## src/rtl/i2c_frame_scheduler.sv

```systemverilog
// Round-robin scheduler sharing one byte-level I2C master engine among N_REQ frame requesters (NACK retry under I2C_SCHED_RETRY_EN).
// Latency: gnt/busy and the START command one cycle after req is sampled in IDLE; two cycles per command at full engine speed.
// Backpressure: each command holds cmd_valid/cmd_op/cmd_data until cmd_ready; peer_busy holds off new frames only.
module i2c_frame_scheduler #(
   parameter int         N_REQ       = 2,
   parameter int         FRAME_BYTES = 4,
   parameter logic [6:0] SLAVE_ADDR  = 7'h55,
   parameter int         MAX_RETRY   = 3
) (
   input  logic                           clk,
   input  logic                           reset,
   input  logic [N_REQ-1:0]               req,
   input  logic [N_REQ*FRAME_BYTES*8-1:0] req_data,
   input  logic                           peer_busy,
   output logic [N_REQ-1:0]               gnt,
   output logic [N_REQ-1:0]               done,
   output logic [N_REQ-1:0]               err,
   output logic                           busy,
   output logic                           cmd_valid,
   output logic [1:0]                     cmd_op,
   output logic [7:0]                     cmd_data,
   input  logic                           cmd_ready,
   input  logic                           rsp_valid,
   input  logic                           rsp_nack
);
   localparam int IW = (N_REQ > 1) ? $clog2(N_REQ) : 1;
   localparam int BW = (FRAME_BYTES > 1) ? $clog2(FRAME_BYTES) : 1;
   localparam logic [1:0] OP_START = 2'b00;
   localparam logic [1:0] OP_WRITE = 2'b01;
   localparam logic [1:0] OP_STOP  = 2'b10;

   typedef enum logic [2:0] {S_IDLE, S_START, S_ADDR, S_DATA, S_STOP, S_REPORT} state_t;

   state_t           state, state_nxt;
   logic [N_REQ-1:0] gnt_q, gnt_nxt;
   logic [IW-1:0]    cur_idx, cur_idx_nxt;
   logic [IW-1:0]    last_gnt, last_gnt_nxt;
   logic [IW-1:0]    arb_idx, cand_idx;
   logic             arb_found;
   logic [BW-1:0]    byte_cnt, byte_cnt_nxt;
   logic             fail, fail_nxt;
   logic             cmd_sent, cmd_sent_nxt;
   logic             load_frame;
   logic             rsp_hit;
   logic [7:0]       frame_buf [FRAME_BYTES];
`ifdef I2C_SCHED_RETRY_EN
   logic [2:0]       retry_cnt, retry_cnt_nxt;
`endif

   // Round-robin pick: first set req bit searching upward from last_gnt+1, wrapping.
   always_comb begin
      arb_idx   = '0;
      arb_found = 1'b0;
      cand_idx  = '0;
      for (int k = 1; k <= N_REQ; k++) begin
         cand_idx = IW'((int'(last_gnt) + k) % N_REQ);
         if (!arb_found && req[cand_idx]) begin
            arb_found = 1'b1;
            arb_idx   = cand_idx;
         end
      end
   end

   // Next-state and command outputs; a command is outstanding once accepted until its response.
   always_comb begin
      state_nxt    = state;
      gnt_nxt      = gnt_q;
      cur_idx_nxt  = cur_idx;
      last_gnt_nxt = last_gnt;
      byte_cnt_nxt = byte_cnt;
      fail_nxt     = fail;
      cmd_sent_nxt = cmd_sent;
      load_frame   = 1'b0;
      cmd_valid    = 1'b0;
      cmd_op       = OP_START;
      cmd_data     = 8'h00;
      rsp_hit      = cmd_sent && rsp_valid;
`ifdef I2C_SCHED_RETRY_EN
      retry_cnt_nxt = retry_cnt;
`endif
      case (state)
         S_IDLE: begin
            if (arb_found && !peer_busy) begin
               state_nxt    = S_START;
               gnt_nxt      = {{(N_REQ-1){1'b0}}, 1'b1} << arb_idx;
               cur_idx_nxt  = arb_idx;
               load_frame   = 1'b1;
               byte_cnt_nxt = '0;
               fail_nxt     = 1'b0;
               cmd_sent_nxt = 1'b0;
`ifdef I2C_SCHED_RETRY_EN
               retry_cnt_nxt = '0;
`endif
            end
         end
         S_START: begin
            cmd_valid = !cmd_sent;
            cmd_op    = OP_START;
            if (rsp_hit) state_nxt = S_ADDR;
         end
         S_ADDR: begin
            cmd_valid = !cmd_sent;
            cmd_op    = OP_WRITE;
            cmd_data  = {SLAVE_ADDR, 1'b0};
            if (rsp_hit) begin
               if (rsp_nack) begin
                  fail_nxt  = 1'b1;
                  state_nxt = S_STOP;
               end else begin
                  byte_cnt_nxt = '0;
                  state_nxt    = S_DATA;
               end
            end
         end
         S_DATA: begin
            cmd_valid = !cmd_sent;
            cmd_op    = OP_WRITE;
            cmd_data  = frame_buf[byte_cnt];
            if (rsp_hit) begin
               if (rsp_nack) begin
                  fail_nxt  = 1'b1;
                  state_nxt = S_STOP;
               end else if (byte_cnt == BW'(FRAME_BYTES-1)) begin
                  state_nxt = S_STOP;
               end else begin
                  byte_cnt_nxt = byte_cnt + BW'(1);
               end
            end
         end
         S_STOP: begin
            cmd_valid = !cmd_sent;
            cmd_op    = OP_STOP;
            if (rsp_hit) begin
               state_nxt = S_REPORT;
`ifdef I2C_SCHED_RETRY_EN
               // Failed attempt with retries left: replay the buffered frame from START.
               if (fail && (retry_cnt < 3'(MAX_RETRY))) begin
                  retry_cnt_nxt = retry_cnt + 3'd1;
                  fail_nxt      = 1'b0;
                  byte_cnt_nxt  = '0;
                  state_nxt     = S_START;
               end
`endif
            end
         end
         S_REPORT: begin
            last_gnt_nxt = cur_idx;
            gnt_nxt      = '0;
            state_nxt    = S_IDLE;
         end
         default: state_nxt = S_IDLE;
      endcase
      if (cmd_valid && cmd_ready) cmd_sent_nxt = 1'b1;
      else if (rsp_hit)           cmd_sent_nxt = 1'b0;
   end

   // Control state register with synchronous active-low reset.
   always_ff @(posedge clk) begin
      if (!reset) begin
         state    <= S_IDLE;
         gnt_q    <= '0;
         cur_idx  <= '0;
         last_gnt <= IW'(N_REQ-1);
         byte_cnt <= '0;
         fail     <= 1'b0;
         cmd_sent <= 1'b0;
`ifdef I2C_SCHED_RETRY_EN
         retry_cnt <= '0;
`endif
      end else begin
         state    <= state_nxt;
         gnt_q    <= gnt_nxt;
         cur_idx  <= cur_idx_nxt;
         last_gnt <= last_gnt_nxt;
         byte_cnt <= byte_cnt_nxt;
         fail     <= fail_nxt;
         cmd_sent <= cmd_sent_nxt;
`ifdef I2C_SCHED_RETRY_EN
         retry_cnt <= retry_cnt_nxt;
`endif
      end
   end

   // Capture the winner's payload at grant so later req_data changes do not affect the frame.
   always_ff @(posedge clk) begin
      if (load_frame) begin
         for (int i = 0; i < N_REQ; i++) begin
            if (arb_idx == IW'(i)) begin
               for (int k = 0; k < FRAME_BYTES; k++) begin
                  frame_buf[k] <= req_data[(i*FRAME_BYTES+k)*8 +: 8];
               end
            end
         end
      end
   end

   assign gnt  = gnt_q;
   assign busy = (state != S_IDLE);
   assign done = (state == S_REPORT && !fail) ? gnt_q : '0;
   assign err  = (state == S_REPORT &&  fail) ? gnt_q : '0;

endmodule

```

## config.mk

```make
export PLATFORM = sky130hd
export DESIGN_NAME = i2c_frame_scheduler
export DESIGN_NICKNAME = d
export VERILOG_FILES = /design/src/rtl/i2c_frame_scheduler.sv
export SDC_FILE = /design/constraint.sdc
export NUM_CORES = 1
export LEC_CHECK = 0
export CAP_MARGIN = 20
export CORE_MARGIN = 3
export CORE_UTILIZATION = 44
export CTS_BUF_LIST = sky130_fd_sc_hd__clkbuf_2
export CTS_CLUSTER_SIZE = 24
export DETAILED_ROUTE_END_ITERATION = 16
export HOLD_SLACK_MARGIN = 0.02
export PLACE_DENSITY = 0.8
export RECOVER_POWER = 25
export SYNTH_ARGS = -nofsm -noshare
export SYNTH_HDL_FRONTEND = slang
export SYNTH_SLANG_ARGS = --single-unit
```

## constraint.sdc

```tcl
create_clock -name clk -period 4.9 [get_ports clk]
set_input_delay 0.49 -clock clk [delete_from_list [all_inputs] [get_ports clk]]
set_output_delay 0.49 -clock clk [all_outputs]
set_load 0.1 [all_outputs]
```

==> impl_metrics.yaml <==
status:
  status: "finished with violations"
  violations: "capacitance limit, slew limit"
grt:
  grt_max_degree: 36
  grt_use_total_pct: 15.9
  gr-total-overflow: 0
  grt_pass1_vias: 1639
  grt_pass1_wl_um: 7730
  antenna_found_initial: 0
logic_synthesis:
  synth_nets: 242
  synth_edf_count: 32
  synth_cell_types: 37
  synth_flop_cell: "edfxtp_1"
  syn_area_sq_um: 2400
  synth-simple-area-share_pct: 10.0
  synth_warnings: 0
  synthMuxAreaShare_pct: 28.4
  synth_top_area_share_pct: 40.0
  synthArstFlopShare_pct: 0
  synthXorXnorAreaFrac_pct: 0
  yosys.area.top_type: "edfxtp_1"
  syn_area_per_cell_sq_um: 14.2
  synth_top_family_by_area: "multiplexers"
  synth_adder_area_share_pct: 0.521
  synth_area_leaders: "edfxtp_1 40%, mux2_4 17%, dfxtp_1 11%, mux4_2 7.5%, mux2_2 2.3%"
  synth_compound_area_share_pct: 6.31
  synth_seq_cells: 45
  ys_seq_area_share_pct: 50.9
  netlist_instances: 169
floorplanning:
  die_h_um: 79.9
  core-area_sq_um: 5200
  fp.dieW_um: 79.9
  io_pins: 90
  num_rows: 26
  start_util_pct: 46.1
  die-area_sq_um: 6380
sta:
  fin_crit_ns: 3.59
  rsz0062_at_grt: "no"
  setup_viol: 0
  hold_violations: 0
  slew_violations: 71
  finalWorstSetupSlack_ns: 1.31
  max_freq_ghz: 0.278
  tightest_slew_ns: 2.53
  fin_crit_sh_pct: 73.3
  finalSetupTns_ns: 0
  max_slew_margin_pct: -69.5
  skew_ns: 0.0201
clock_tree:
  cts_buffers: 5
  post_cts_buffers: 0
  ctsHoldBuffers: 0
  cts-resized-gates: 0
  cts_tree: "done"
  clock_latency_ns: 0.40
  clkTransAtPathRegs_ns: 0.23
  cts_sinks: 45
  cts_buffer_depth: 2
  htree_levels: 2
  root_buffer: "clkbuf_2"
pwr:
  ir_worst_vdd_mv: 0.114
  seqPwrFrac_pct: 58.3
  switching_share_pct: 25.7
  pwr-share-clk_pct: 19.4
  p_per_area_nw_per_um2: 229
  combPwrFrac_pct: 22.4
  p_sw_mw: 0.198
  power_leakage_nw: 1.30
  p_int_mw: 0.572
drt:
  via_per_inst: 5.05
  drc: 0
  initialDrtViolationCount: 51
  postRouteAntennaNets: 0
  wl_per_cell_um: 14.4
  vias: 1645
  wirelength_um: 4700
  first_pass_iters: 4
min_path:
  hold_class: "flop to flop"
  min_delay_path_depth: 2
placement:
  portBuffers: 89
  dp_hpwl_um: 3560
  post-place-ws_ns: 2.01
  gp_congestion: 0.818
layout:
  multi_input_area_sq_um: 1090
  fin_util_pct: 64.5
  fin_nets: 328
  fillers: 403
  antenna-diode-count: 0
  area_delta_synth_final_pct: 39.8
  drive_above_1_share_pct: 19.1
  regArea_sq_um: 1220
run:
  maxCapViolations: 2
setup_path:
  crit_cells: 4
  endpoint: "frame_buf[3][0]"
  ff2ff_setup_slack_ns: 1.31
  worst-path-max-fanout: 35
  timing.rr.start: "state[0]"
  worstPathBufferInverterCount: 1
  crit_arrival_ns: 3.77
  slowest_stage: "clkbuf_1"
  required_ns: 5.08
  max_stage_delay_ns: 1.71
  endpoint_kind: "flop"
  path_delay_family: "buffers and inverters"
  crit_type: "flop to flop"
  regToRegEndpoint: "frame_buf[3][0]"
  reg2reg_depth: 4
  start_kind: "flop"
  crit_start: "state[0]"
  path_cells: "or3_1, nand4bb_2, clkbuf_1, mux2_2"
## per-layer routing
metal  GRT usage [%]  part of all wire, %
met1            20.1                   44
met2            25.5                   47
met3            4.85                  8.4
met4            6.59                  1.2
met5               0                    0
## synth_stat cells (all sizes together), types with 2 or more instances
cell type,instances
clkbuf,5
dfxtp,13
a21oi,8
and3,2
nor2,3
nand2,9
mux2,32
nor2b,5
nand4,2
nand3b,5
o21ai,5
nor3b,3
mux2i,4
inv,5
mux4,8
nand2b,3
a21boi,2
edfxtp,32
o32ai,2
buf,6
## cell usage in the layout (no fill, tap or decap), types with 2 or more instances in the layout
| cell | count |
|---|---|
| nor2b_1 | 5 |
| a21oi_1 | 8 |
| edfxtp_1 | 32 |
| a21boi_0 | 2 |
| dfxtp_1 | 13 |
| nor3b_1 | 3 |
| nand3b_1 | 5 |
| o21ai_0 | 5 |
| nand4_1 | 2 |
| nand2_1 | 9 |
| mux2_2 | 5 |
| clkbuf_2 | 5 |
| and3_1 | 2 |
| mux4_2 | 8 |
| o32ai_1 | 2 |
| inv_1 | 5 |
| clkdlybuf4s50_1 | 88 |
| nor2_1 | 3 |
| mux2i_1 | 4 |
| nand2b_1 | 3 |
| mux2_4 | 27 |
## cells by family after synthesis
logic type                 after synthesis
AOI/OAI and AO/OA                       23
adders and majority gates                1
buffers and inverters                   16
DFF                                     45
muxes                                   44
and+or+nand+nor                         40
## cell type report
class	count	area share (%)
clock buffers	5	0.746
clock inverters	3	0.522
inverters	5	0.559
multi-input cells	108	32.5
flip-flops and latches	45	36.4
well taps	70	2.61
repair buffers	90	26.7
## sequential cells by signal, summed over array words and instances, names as in the netlist, named ones only
| signal | count |
|---|---|
| last_gnt | 1 |
| state | 3 |
| cur_idx | 1 |
| frame_buf | 32 |
| byte_cnt | 2 |
| gnt | 2 |
| cmd_sent | 1 |
| fail | 1 |
## through the flow
stage          power (mW)  std cells  hold slack, ns  cell area (sq um)
5_1_grt             0.806        326           0.532               3360
2_1_floorplan       0.553        169           0.434               2400
3_5_place_dp        0.630        318           0.457               3320
3_3_place_gp        0.627        318           0.446               3320
6_report            0.770        326           0.485               3360
4_1_cts             0.778        326           0.489               3370
## worst min path at each step
stage	to	from	slack [ns]
after floorplan	last_gnt	cur_idx	0.43
after global placement	last_gnt	cur_idx	0.45
after detailed placement	last_gnt	cur_idx	0.46
after CTS	last_gnt	cur_idx	0.49
after global routing	last_gnt	cur_idx	0.53
final	last_gnt	cur_idx	0.48
## power by group through the flow
stage          Sequential, mW  Combinational (mW)  Clock [mW]
6_report                0.449               0.172       0.149
5_1_grt                 0.452               0.184       0.170
4_1_cts                 0.448               0.174       0.156
3_5_place_dp            0.456               0.174           0
3_3_place_gp            0.456               0.171           0
2_1_floorplan           0.460              0.0930           0
## tightest hold or removal path, delay by kind of cell (launching register included)
kind | cells | cell delay, ns
AND/OR/NAND/NOR | 2 | 0.11
flip-flops | 1 | 0.36
(Power assumes the default switching activity.)
==> RTL edit 1, RTL diff (same flow settings) <==
The option `I2C_SCHED_RETRY_EN` is turned on by a define.
--- a/src/rtl/i2c_frame_scheduler.sv
+++ b/src/rtl/i2c_frame_scheduler.sv
@@ -1,6 +1,8 @@
 // Round-robin scheduler sharing one byte-level I2C master engine among N_REQ frame requesters (NACK retry under I2C_SCHED_RETRY_EN).
 // Latency: gnt/busy and the START command one cycle after req is sampled in IDLE; two cycles per command at full engine speed.
 // Backpressure: each command holds cmd_valid/cmd_op/cmd_data until cmd_ready; peer_busy holds off new frames only.
+`define I2C_SCHED_RETRY_EN
+
 module i2c_frame_scheduler #(
    parameter int         N_REQ       = 2,
    parameter int         FRAME_BYTES = 4,
Check against the original RTL: not equivalent (Yosys sat finds a counterexample within 10 cycles, from zero or initial values and one cycle with reset low).
==> RTL edit 1 against the unedited design <==
The flow still finishes with violations (capacitance limit, slew limit). Count of clock-buffer cells in the layout unchanged. Sequential cell count up 3. Die area up 7.5%. Critical path type unchanged. Final cell count up 7.1%. Sequential power up 4.5%. Largest cell class unchanged. Synthesized cell count up 15%. Synthesized area up 8.1%. Routed wire length up 12%. Total power up 9.5%. Cell area up 5.9%. Setup slack better by 0.021 ns. First-iteration DRC count up 88%.
==> RTL edit 1: results <==
{
  "violations": "capacitance limit, slew limit",
  "synth_top_cells_by_area": "edfxtp_1 (37%), mux2_4 (16%), dfxtp_1 (12%)",
  "pre_cts_slack_ns": 1.98,
  "arrival_ns": 3.95,
  "yosys-mux-area-fraction_pct": 25.1,
  "vias": 1860,
  "finClkSkew_ns": 0.0237,
  "yosys-top-cells-count": "edfxtp_1 (32), mux2_4 (27), dfxtp_1 (16)",
  "min-delay-start": "cur_idx",
  "reg.largest.list": "frame_buf: 32 flops, retry_cnt: 3 flops, state: 3 flops",
  "wl_per_cell_um": 15.2,
  "place_congestion": 0.742,
  "hpwl_um": 4140,
  "dpl-instance-area_um2": 3490,
  "vdd_drop_max_mv": 0.172,
  "status": "finished with violations",
  "synth_xor_xnor_area_share_pct": 0.338,
  "hold_path_end": "cur_idx",
  "synth_fa_ha_area_share_pct": 0.964,
  "maxCapViolCount": 1,
  "final_nets": 350,
  "worst-r2r-setup-slack_ns": 1.33,
  "path_clk_slew_ns": 0.26,
  "path_delay_family": "simple AND/OR/NAND/NOR gates",
  "clk_latency_ns": 0.43,
  "max_stage_delay_ns": 1.99,
  "maxSlewViolCount": 36,
  "first_iter_violations": 96,
  "fillCellCount": 485
}
## RTL edit 1: changes by cell type after synthesis, sizes merged, moves of 3 or more
| cell | delta |
|---|---|
| a21oi | +3 |
| mux2i | -3 |
| clkbuf | +4 |
| dfxtp | +3 |
| a41o | +4 |
| and3 | +4 |
| nor2b | -4 |
| nor2 | +5 |
| nand3b | -5 |
## RTL edit 1: logic make-up (layout without fill, tap and decap cells)
family,Yosys count,in the layout
AOI/OAI and AO/OA,37,37
muxes,41,41
xor gates and xnor gates,1,1
adders and majority gates,2,2
and+or+nand+nor,44,44
buffers and inverters,22,104
DFF,48,48
## RTL edit 1: worst min-delay path: stages, from the launching register on
cell      delay, ns
dfxtp_1        0.37
o21ai_0        0.06
a21boi_0       0.07
## RTL edit 1: area by class of cell
| cell class | instances | area share, % |
|---|---|---|
| clock buffers | 5 | 0.704 |
| clock inverters | 3 | 1.20 |
| inverters | 7 | 0.739 |
| multi-input cells | 125 | 33.7 |
| flip-flops and latches | 48 | 36.0 |
| well taps | 72 | 2.53 |
| repair buffers | 89 | 25.1 |
## RTL edit 1: routing by layer
metal  up-vias  routed length [µm]  global-route usage (%)
li1        908                   -                       -
met1       877                2170                    21.7
met2        69                2640                    27.3
met3         6                 410                    5.40
met4         0                  74                    5.88
met5         -                   0                       0
## RTL edit 1: worst max-delay path by stage
| stage | startpoint | slack (ns) | depth (start not counted) | endpoint |
|---|---|---|---|---|
| 6_report | state[0] | 1.33 | 4 | cmd_sent |
| 2_1_floorplan | state[0] | 1.79 | 6 | cmd_sent |
| 5_1_grt | state[0] | 0.85 | 4 | cmd_sent |
| 3_3_place_gp | flip-flop | 2.02 | 3 | cmd_data[0] |
| 4_1_cts | flip-flop | 1.48 | 3 | cmd_data[0] |
| 3_5_place_dp | flip-flop | 1.98 | 3 | cmd_data[0] |
## RTL edit 1: per-stage QoR
step / utilization [%] / std cells / total power [mW]
after detailed placement: 62.3 / 341 / 0.640
after global routing: 63.4 / 349 / 0.874
after global placement: 62.3 / 341 / 0.636
after floorplan: - / 195 / 0.563
final: 63.4 / 349 / 0.843
after CTS: 63.5 / 349 / 0.849
## RTL edit 1: power by group
group          switching [mW]  total (mW)  internal [mW]
sequential            0.00996       0.469          0.459
clock                   0.129       0.215         0.0856
combinational          0.0673       0.160         0.0924
total                   0.207       0.843          0.637
==> RTL edit 2, RTL diff (config.mk and constraints unchanged) <==
Without the edit above. Reset style: asynchronous (`reset`), changed in one clocked block. Comments in the files are not updated.
--- a/src/rtl/i2c_frame_scheduler.sv
+++ b/src/rtl/i2c_frame_scheduler.sv
@@ -155,7 +155,7 @@
    end
 
    // Control state register with synchronous active-low reset.
-   always_ff @(posedge clk) begin
+   always_ff @(posedge clk or negedge reset) begin
       if (!reset) begin
          state    <= S_IDLE;
          gnt_q    <= '0;
Formal check against the unedited RTL: differs if reset is asserted again (counterexample within 4 cycles, from zero or initial values and one cycle with reset low); with reset held inactive, the same outputs for 10 cycles.
==> RTL edit 2 against the unedited design <==
Routed wire length decreased by 3.5%. Setup slack improved by 0.16 ns. Sequential cell count decreased by 2. Sequential share of layout area increased by 0.87 points. Synthesized area decreased by 1.2%. Cell area decreased by 1.0%.
Power is not compared: it rests on default switching activity, and its combinational part moved more than twofold at a synthesized area within 25%.
==> RTL edit 2: results <==
{
  "ys_async_sr_fraction_pct": 25.6,
  "fillCellCount": 411,
  "clk_latency_ns": 0.38,
  "final_nets": 319,
  "yosys-top-cells-count": "edfxtp_1 (32), mux2_4 (27), nor2_1 (17)",
  "first_iter_violations": 54,
  "max_stage_delay_ns": 0.96,
  "path_clk_slew_ns": 0.19,
  "place_congestion": 0.811,
  "cts_resized": 0,
  "grt_pass1_wl_um": 7310,
  "track_usage_pct": 15.1,
  "yosys-mux-area-fraction_pct": 30.3,
  "viasPerCell": 4.94,
  "ys_types": 30,
  "gr-usage-met3_pct": 3.95,
  "grt_max_degree": 37,
  "worst-r2r-setup-slack_ns": 2.11,
  "synth_compound_area_share_pct": 4.27,
  "hpwl_um": 3540,
  "crit_slowest_cell": "clkdlybuf4s50_1",
  "synth_fa_ha_area_share_pct": 0.528,
  "path_max_fanout": 14,
  "grt_antenna_before_repair": 0,
  "final_layout_size_suffix_gt1_share_pct": 26.3,
  "status": "complete, no violations",
  "drt_wl_total_um": 4540,
  "firstDrtPassIters": 4,
  "synth_top_cells_by_area": "edfxtp_1 (41%), mux2_4 (17%), dfrtp_1 (11%)",
  "yosysSeqAreaShare_pct": 52.2,
  "met1_usage_pct": 17.1,
  "finClkSkew_ns": 0.00737,
  "use_met2_pct": 26.8,
  "tightest_slew_ns": 0.987,
  "arrival_ns": 2.94,
  "min_path_type": "primary input to asynchronous set/reset pin",
  "syn_nets": 230
}
-- RTL edit 2: cell types whose count changed in the layout (fill, tap and decap cells not counted), sizes merged, moves of 7 or more --
cell and change:
dfxtp -13, dfrtp +10, nor2 +15, and3 +7
-- RTL edit 2: report_power, final --
group / switching (mW) / total (mW) / internal (mW)
clock network: 0.103 / 0.137 / 0.0344
registers: 0.0719 / 0.564 / 0.492
logic: 0.562 / 0.872 / 0.311
-- RTL edit 2: stage by stage --
stage               setup slack (ns)  std cells  instance area (µm²)  hold slack, ns  util [%]
floorplan                       1.98        157                 2370           0.194         -
global placement                1.92        309                 3300           0.478      63.8
detailed placement              1.92        309                 3300           0.491      63.8
CTS                             1.47        317                 3340           0.416      64.5
global route                    1.29        317                 3320           0.491      64.2
finish                          1.47        317                 3320           0.491      64.2
-- RTL edit 2: per-layer routing --
metal	up-vias	wire length, µm
met3	9	322
met4	0	84
met1	729	1770
met2	61	2360
li1	767	-
met5	-	0
-- RTL edit 2: logic make-up after synthesis --
logic type | after synthesis
multiplexers | 47
flip-flops | 43
AND/OR/NAND/NOR | 40
AO/OA/AOI/OAI | 14
buffers and inverters | 12
adder cells (fa/ha/maj) | 1
-- RTL edit 2: cell type report --
| class | count | share of cell area [%] |
|---|---|---|
| Multi-Input combinational cell | 102 | 31.6 |
| Sequential cell | 43 | 37.3 |
| Inverter | 5 | 0.565 |
| Clock buffer | 6 | 0.904 |
| Tap cell | 70 | 2.64 |
| Clock inverter | 2 | 0.226 |
| Timing Repair Buffer | 89 | 26.8 |
-- RTL edit 2: final timing paths --
check / end / from / depth (start not counted)
min reg2reg: cur_idx / cur_idx / 2
max: cmd_valid / state[0] / 5
min in group clk: cur_idx / cur_idx / 2
min: state[0] / reset / 1
max in group asynchronous: last_gnt / reset / 1
max reg2reg: byte_cnt[0] / state[0] / 5
